File: src/rtl/instruction_decoder.sv
// Instruction decoder: latches the 8-bit program word on run and, one cycle later,
// pulses datapath load enables / sequencer jump requests; owns the zero flag (dont_jmp).
module instruction_decoder #(
    parameter int   IMM_W    = 4,
    parameter logic ZF_RESET = 1'b1
) (
    input  logic             clk,
    input  logic             reset_n,
    input  logic [7:0]       pm_data,
    input  logic             run,
    input  logic             alu_zero,
    output logic [7:0]       reg_en,
    output logic [2:0]       src_sel,
    output logic             imm_sel,
    output logic [IMM_W-1:0] imm,
    output logic [IMM_W-1:0] alu_func,
    output logic             alu_sel,
    output logic             jmp,
    output logic             jmp_nz,
    output logic [IMM_W-1:0] jmp_addr,
    output logic             dont_jmp,
    output logic [7:0]       ir,
    output logic [7:0]       from_ID
);

    typedef enum logic {
        IDLE = 1'b0,
        EXEC = 1'b1
    } state_t;

    state_t state;
    state_t state_next;
    logic   in_exec;
    logic   is_alu;

    always_ff @(posedge clk or negedge reset_n) begin
        if (!reset_n) begin
            state <= IDLE;
            ir    <= 8'h00;
        end else begin
            state <= state_next;
            if (run) begin
                ir <= pm_data;
            end
        end
    end

    // Every run pulse opens exactly one EXEC cycle, whether or not we are already executing.
    always_comb begin
        state_next = IDLE;
        case (state)
            IDLE:    state_next = run ? EXEC : IDLE;
            EXEC:    state_next = run ? EXEC : IDLE;
            default: state_next = IDLE;
        endcase
    end

    assign in_exec = (state == EXEC);
    assign is_alu  = (ir[7:5] == 3'b110);

    // The flag only moves when an ALU instruction finishes executing.
    always_ff @(posedge clk or negedge reset_n) begin
        if (!reset_n) begin
            dont_jmp <= ZF_RESET;
        end else if (in_exec && is_alu) begin
            dont_jmp <= alu_zero;
        end
    end

    always_comb begin
        reg_en  = 8'h00;
        imm_sel = 1'b0;
        jmp     = 1'b0;
        jmp_nz  = 1'b0;
        if (in_exec) begin
            if (!ir[7]) begin
                reg_en  = 8'h01 << ir[6:4];
                imm_sel = 1'b1;
            end else if (!ir[6]) begin
                // mov onto itself is a NOP
                if (ir[5:3] != ir[2:0]) begin
                    reg_en = 8'h01 << ir[5:3];
                end
            end else if (!ir[5]) begin
                reg_en = 8'h80;
            end else if (!ir[4]) begin
                jmp = 1'b1;
            end else begin
                jmp_nz = 1'b1;
            end
        end
    end

    assign imm      = ir[IMM_W-1:0];
    assign alu_func = ir[IMM_W-1:0];
    assign jmp_addr = ir[IMM_W-1:0];
    assign alu_sel  = ir[4];
    assign src_sel  = ir[2:0];

    assign from_ID = {in_exec, 3'b000, dont_jmp, jmp, jmp_nz, |reg_en};

endmodule

File: config.mk
export PLATFORM = sky130hd
export DESIGN_NAME = instruction_decoder
export DESIGN_NICKNAME = d
export VERILOG_FILES = /design/src/rtl/instruction_decoder.sv
export SDC_FILE = /design/constraint.sdc
export NUM_CORES = 1
export LEC_CHECK = 0
export ABC_AREA = 1
export BUFFER_PORTS_ARGS = -buffer_cell sky130_fd_sc_hd__buf_2
export CAP_MARGIN = 20
export CORE_MARGIN = 4
export CORE_UTILIZATION = 43
export DETAILED_ROUTE_END_ITERATION = 10
export PLACE_DENSITY = 0.89
export SETUP_SLACK_MARGIN = 0.15
export SLEW_MARGIN = 20
export SYNTH_ARGS = -nofsm -noshare
export SYNTH_HDL_FRONTEND = slang
export SYNTH_SLANG_ARGS = --single-unit
File: constraint.sdc
create_clock -name clk -period 2.7 [get_ports clk]
set_clock_uncertainty 0.05 [all_clocks]
set_input_delay 0.675 -clock clk [delete_from_list [all_inputs] [get_ports clk]]
set_output_delay 0.675 -clock clk [all_outputs]
set_load 0.01 [all_outputs]
* After elaboration in Yosys (flattened, before gate mapping)
Cells that the tools add are included.
** Operators by class
- Eq/ne operators :: 2
- Shift-type cells :: 2
- Muxes and demuxes :: 18
- Reduce and logical (&&, ||, !) cells :: 2
** Operators by type and width (number)
- $mux 8 :: 5
- $shl 1x3->8 const A :: 2
- $mux 1 :: 13
- $reduce_or 8->1 :: 1
- $eq 3x3->1 const B :: 1
- $ne 3x3->1 :: 1
- $logic_and 1x1->1 :: 1
** Word-level totals
- Register bits :: 10
- Input bits :: 12
- Logic and storage cells :: 27

* Depth between registers and ports, before layout
Gate-level depths: netlist (run 1).
- Depth after elaboration :: 6
- Gate-level depth with buffers :: 11
- Gate-level depth less buffers :: 10

* Least setup slack after synthesis (run 1)
Ideal clock, no wire load.
- Path kind :: reg2out
- From :: reg ir[4]
- To :: out from_ID[0]
- Data arrival time :: 1242 ps
- Data required time :: 1975 ps
- Slack :: 733 ps
- Cell stages (with the launch flop) :: 10
- Path through :: dfrtp_1 > buf_6 > xnor2_4 > nand3_4 > nand2_1 > nand2_1 > nand2_2 > nand2_1 > nor2_1 > nand2_1
** Between the ends
- Cells in the longest elaborated chain, start to end :: 6
** Ends and longest elaborated chain
- start: declaration :: line 22 : output logic [7:0] ir,
- start signal: assignment :: line 43 : ir <= pm_data;
- $ne 3x3->1 or $shl 1x3->8 (tied branches) :: line 81, 82
- $mux 8 :: line 81 : if (ir[5:3] != ir[2:0]) begin
- $mux 8 :: line 79 : end else if (!ir[6]) begin
- $mux 8 * :: line 76 : if (!ir[7]) begin
- $mux 8 * :: line 75 : if (in_exec) begin
- $reduce_or 8->1 * :: line 100 : assign from_ID = {in_exec, 3'b000, dont_jmp, jmp, jmp_nz, |reg_en};
- end: declaration :: line 23 : output logic [7:0] from_ID
Mark *: on every way between the ends. The rest lies on a longest branch, timed or not.

* Worst setup path in the final report (run 1)
- From :: reg ir[3]
- To :: out from_ID[0]
** Between the ends
- Cells in the longest elaborated chain, start to end :: 6
** Ends and longest elaborated chain (line)
- $ne 3x3->1 or $shl 1x3->8 (tied branches) :: 81, 82
- $mux 8 * :: 81
- $mux 8 * :: 79
- $mux 8 * :: 76
- $mux 8 * :: 75
- $reduce_or 8->1 * :: 100
Marks and branches as above.

==> metrics.cfg, run 1 <==
[outcome]
outcome=finished, final reports clean

[yosys]
ys.flop_type=dfrtp_1
synth.avg_cell_area_um2=6.54
synth.distinct_cells=20
synth_edf_count=0
post_synth_fa_ha_maj_area_fraction_pct=0
netlist_area_um2=968
async_flop_share_pct=100
synth-compound-area-share_pct=8.91
synth_seq_cells=10
synthSimpleGateAreaFrac_pct=28.8
synth_xor_area_share_pct=2.84
syn_inst=148
synth_top_family_by_area=buffers and inverters
synth.area.mux_share_pct=2.33
seq_area_frac_synth_pct=26.0
yosys_warnings=0

[timing]
period_needed_ps=2420
fmax_ghz=0.414
rsz0062_at_grt=no
slew_viol_final=0
setup_violations=0
fin_crit_sh_pct=89.5
hold_violations=0
fin_tns_setup_ps=0

[clock_tree]
cts_root_buf=clkbuf_4
htreeDepth=1
cts.clk_slew.worst_paths_ps=60
cts_tree=done
clock_sinks=10
cts_inserted_buffers=3
cts_buffer_depth=2
clock_latency_ps=260

[drt]
highest_layer=met3
vias=881
met3_wirelength_um=187
routedLengthMet1_um=887
drt_wl_total_um=2040
drt_iter0_drc=18
wl_met2_um=963
drc=0
wl_per_cell_um=9.89
vias_per_cell=4.28
first_pass_iters=4
drtAntennaViolNets=0

[power]
p_leak_nw=0.725
pwr_density_cell_nw_per_um2=482
irDropWorstVdd_v=0.000283

[grt]
grt_pass1_wl_um=3390
grt_remaining_overflow=0
grt_usage_pct=13.0
grt_pass1_vias=785
grt_max_degree=17
antenna_found_initial=0

[layout]
final_common_cell=buf_2
final_cells=206
fillers=223
diodes=0
multi_input_area_um2=427
drive_gt1_share_pct=38.0
nets=192
mostFrequentLayoutCells=buf_2 (52), nand2_1 (46), inv_1 (22), nor2_1 (15), o21ai_0 (11)
register_area_um2=255
syn2layout_area_growth_pct=14.0

[hold_path]
min_path_type=primary input to asynchronous set/reset pin

[placement]
place_inst=202
placement.io_buffers=52
gp_congestion=0.902
dp_hpwl_um=1750

[floorplanning]
placeableCoreArea_um2=2040
rows=16
die_h_um=55.5
dieArea_um2=3080
die-width_um=55.5
io_pins=56
start_util_pct=47.4

[critical_path]
crit_fanout=8
reg2reg_slack_ps=1340
worstPathRequired_ps=1980
critical_path_arrival_ps=1690
cp-end-kind=output port
cp-start-kind=register
criticalPathCategory=register to output port

[run]
cap_violations=0

-- worst paths after layout --
path | from | to | cells after the start
min in group clk | pm_data[5] | ir[5] | 3
setup / recovery | ir[3] | from_ID[0] | 11
max in group asynchronous | reset_n | dont_jmp | 1
hold reg to reg | ir[0] | ir[0] | 2
setup reg to reg | ir[7] | dont_jmp | 4
hold / removal | reset_n | ir[6] | 1
-- Yosys cell counts (all sizes together) (2+ instances only) --
library cell / number / area share, %
nor3: 3 / 1.5
dfrtp: 9 / 23
buf: 26 / 21
nand2: 48 / 19
mux2: 2 / 2.3
nor2: 15 / 5.8
inv: 23 / 9.4
o21ai: 11 / 5.7
a21oi: 4 / 2.5
nand3: 2 / 2.3
-- worst max-delay path, stage by stage, from the launching register on --
cell and delay [ps]:
dfrtp_2 440, inv_1 120, nand2_1 70, nand2_1 100
nand3_4 120, nand2_1 80, nand2_1 40, nand2_1 90
nand2_1 60, nor2_1 110, nand2_1 60, buf_2 130
-- cell type report --
cell class / count / area share, %
Inverter: 23 / 8.28
Timing Repair Buffer: 52 / 23.6
Sequential cell: 10 / 23.1
Clock buffer: 4 / 3.29
Multi-Input combinational cell: 90 / 38.7
Tap cell: 27 / 3.06
-- sequential cells by signal (all words and copies together) (netlist names) --
| name | count |
|---|---|
| dont_jmp | 1 |
| in_exec | 1 |
| ir | 8 |
-- per-stage QoR --
step | utilization [%] | hold slack, ps | setup WS, ps | power (W) | cell area, um^2
2_1_floorplan | - | 329 | 733 | 0.000371 | 976
3_3_place_gp | 52.1 | 489 | 540 | 0.000402 | 1060
3_5_place_dp | 52.1 | 494 | 510 | 0.000406 | 1060
4_1_cts | 53.9 | 210 | 216 | 0.000539 | 1100
5_1_grt | 54.0 | 215 | 151 | 0.000574 | 1100
6_report | 54.0 | 212 | 284 | 0.000531 | 1100
-- metal layers --
layer | vias up | global-route usage [%]
li1 | 480 | -
met1 | 362 | 17.4
met2 | 39 | 21.1
met3 | 0 | 2.80
met4 | 0 | 3.13
met5 | - | 0
-- what timing repair did --
action,in CTS,in global routing
buffers inserted,0,0
setup endpoints to repair,0,1
gates resized for setup,0,3
hold buffers,0,0
-- logic make-up after synthesis --
group | count (synthesis)
multiplexers | 2
XOR/XNOR | 1
other | 1
AND/OR/NAND/NOR | 68
AO/OA/AOI/OAI | 16
buffers and inverters | 50
flip-flops | 10
-- where the power goes --
| group | internal [W] | switching, W | total (W) |
|---|---|---|---|
| sequential | 0.000171 | 0.0000306 | 0.000201 |
| clock | 0.0000817 | 0.0000479 | 0.000130 |
| combinational | 0.0000839 | 0.000116 | 0.000200 |
| total | 0.000336 | 0.000195 | 0.000531 |
Note: power is estimated with default switching activity, not from simulation.
==> run 2: changes to the inputs <==
--- a/config.mk
+++ b/config.mk
@@ -11,7 +11,7 @@
 export CORE_MARGIN = 4
 export CORE_UTILIZATION = 43
 export DETAILED_ROUTE_END_ITERATION = 10
-export PLACE_DENSITY = 0.89
+export PLACE_DENSITY = 0.79
 export SETUP_SLACK_MARGIN = 0.15
 export SLEW_MARGIN = 20
 export SYNTH_ARGS = -nofsm -noshare
==> constraint.sdc (replaced) <==
create_clock -name clk -period 2.7 [get_ports clk]
set_clock_uncertainty 0.05 [all_clocks]
set_input_delay 0.675 -clock clk [delete_from_list [all_inputs] [get_ports clk]]
set_output_delay 0.675 -clock clk [all_outputs]
set_load 0.005 [all_outputs]
==> run 2 against run 1 <==
  * Critical path depth unchanged
  * Power down 3.4%
  * Count of clock-buffer cells in the layout unchanged
  * Sequential cell count unchanged
  * Non-clock buffer count up 2
  * Sequential power about the same
  * Worst hold slack worse by 3.5 ps
  * Clock power about the same
  * Maximum frequency up 1.9%
  * Register-to-register slack better by 70 ps
  * Critical endpoint unchanged
  * Largest cell class unchanged
  * Largest power group unchanged
  * Highest routed layer is now met4
==> metrics.cfg, run 2 (synthesis results as in run 1) <==
[power]
irDropWorstVdd_v=0.000291  ; +2.6%
p_leak_nw=0.733  ; +1.1%
pwr_density_cell_nw_per_um2=458  ; -4.8%

[timing]
fin_tns_setup_ps=0  ; unchanged
fin_crit_sh_pct=87.8  ; -1.7 points
fmax_ghz=0.422  ; +1.9%
rsz0062_at_grt=no
period_needed_ps=2370  ; -45.2 ps
hold_violations=0  ; unchanged
slew_viol_final=0  ; unchanged
fin_ws_ps=329  ; +45.2 ps
setup_violations=0  ; unchanged

[critical_path]
crit_fanout=11  ; +3
path_buf_inv=2  ; unchanged
worstPathRequired_ps=1980  ; about the same
criticalPathCategory=register to output port
crit_family=simple AND/OR/NAND/NOR gates
path_cells=inv_6, nand2_1, nand2_2, nand3_4, nand2_1, nand2_1, nand2_1, nand2_1, nor2_1, nand2_1, buf_2
crit_top_cell=nand2_1
max_stage_delay_ps=490  ; +50 ps
critical_path_arrival_ps=1650  ; -40 ps
reg2reg_depth=4  ; unchanged
cp-start-kind=register
cp-end-kind=output port
rr_endpoint=dont_jmp
reg2reg_slack_ps=1410  ; +70 ps
crit_path_top_delay_cell=dfrtp_2
reg2reg_from=ir[7]

[run]
cap_violations=0  ; unchanged

[grt]
grt_pass1_wl_um=3640  ; +7.3%
antenna_found_initial=0  ; unchanged
grt_pass1_vias=838  ; +6.8%
grt_usage_pct=14.0  ; +1.1 points
grt_max_degree=17  ; unchanged
grt_remaining_overflow=0  ; unchanged

[layout]
diodes=0  ; unchanged
final_common_cell=buf_2
drive_gt1_share_pct=39.8  ; +1.8 points
fillers=231  ; +3.6%
largest_reg_flops=8  ; unchanged
syn2layout_area_growth_pct=15.6
mostFrequentLayoutCells=buf_2 (52), nand2_1 (46), inv_1 (21), nor2_1 (15), o21ai_0 (11)
max_flop_register=ir
nets=194  ; +1.0%

[clock_tree]
cts.clk_slew.worst_paths_ps=60  ; about the same
cts_tree=done
cts_root_buf=clkbuf_4
clock_latency_ps=260  ; about the same
cts_hold_buf=0  ; unchanged
cts_buffer_depth=2  ; unchanged
clock_sinks=10  ; unchanged
cts_inserted_buffers=3  ; unchanged
htreeDepth=1  ; unchanged

[floorplanning]
placeableCoreArea_um2=2040  ; unchanged
die-width_um=55.5  ; unchanged
rows=16  ; unchanged
io_pins=56  ; unchanged
start_util_pct=47.4  ; unchanged
dieArea_um2=3080  ; unchanged
die_h_um=55.5  ; unchanged

[drt]
drt_wl_total_um=2100  ; +3.0%
vias_per_cell=4.38  ; +2.3%
drtAntennaViolNets=0  ; unchanged
vias=910  ; +3.3%
first_pass_iters=4  ; unchanged
drc=0  ; unchanged
wl_per_cell_um=10.1  ; +2.0%
drt_iter0_drc=21  ; +3

[hold_path]
min_path_type=primary input to asynchronous set/reset pin

[placement]
gp_congestion=0.833  ; -7.6%
placement.io_buffers=52  ; unchanged
place_ws_ps=514  ; +3.48 ps
dp_hpwl_um=1800  ; +2.5%

[outcome]
outcome=finished, final reports clean

run 2: final cells by class:
type | instances | area, um^2 | share of cell area [%]
inverters | 23 | 91.3 | 8.16
flip-flops and latches | 10 | 256 | 22.9
multi-input cells | 90 | 427 | 38.1
well taps | 27 | 33.8 | 3.02
clock buffers | 4 | 36.3 | 3.24
repair buffers | 54 | 275 | 24.6
run 2: metal layers:
layer	vias to the layer above	wire length, um	part of all wire [%]	track usage, %
met1	385	854	41	17.6
li1	483	-	-	-
met4	0	17	0.81	5.21
met5	-	0	0	0
met3	2	171	8.1	1.86
met2	40	1060	50	24.3
run 2: how the worst max path moves through the flow:
| stage | endpoint | cells after the start | from |
|---|---|---|---|
| after CTS | from_ID[0] | 10 | ir[5] |
| after floorplan | from_ID[0] | 9 | ir[4] |
| after detailed placement | from_ID[0] | 10 | ir[5] |
| after global placement | from_ID[0] | 10 | ir[5] |
| after global routing | from_ID[0] | 11 | ir[5] |
| final | from_ID[0] | 11 | ir[5] |
run 2: per-stage QoR:
stage / util (%) / cell area [um^2] / instances / total power [W] / hold WS, ps
2_1_floorplan: - / 976 / 150 / 0.000346 / 329
3_3_place_gp: 52.1 / 1060 / 202 / 0.000379 / 492
3_5_place_dp: 52.1 / 1060 / 202 / 0.000383 / 499
4_1_cts: 53.9 / 1100 / 206 / 0.000517 / 208
5_1_grt: 54.8 / 1120 / 208 / 0.000555 / 212
6_report: 54.8 / 1120 / 208 / 0.000513 / 208
run 2: what timing repair did:
| action | in CTS | in global routing |
|---|---|---|
| setup buffers | 0 | 2 |
| setup endpoints to repair | 0 | 1 |
| gates resized for setup | 0 | 5 |
run 2: worst register-to-register path, stage by stage (launching register included):
cell and delay [ps]:
dfrtp_2 490, nand2_1 160, inv_1 90, nand3_1 90, mux2_2 340
run 2: power breakdown:
part / leakage (nW) / internal (W) / switching, W / total, W
Clock: 0.0210 / 0.0000818 / 0.0000487 / 0.000131
Sequential: 0.114 / 0.000171 / 0.0000299 / 0.000201
Combinational: 0.598 / 0.0000861 / 0.0000955 / 0.000182
Total: 0.733 / 0.000339 / 0.000174 / 0.000513
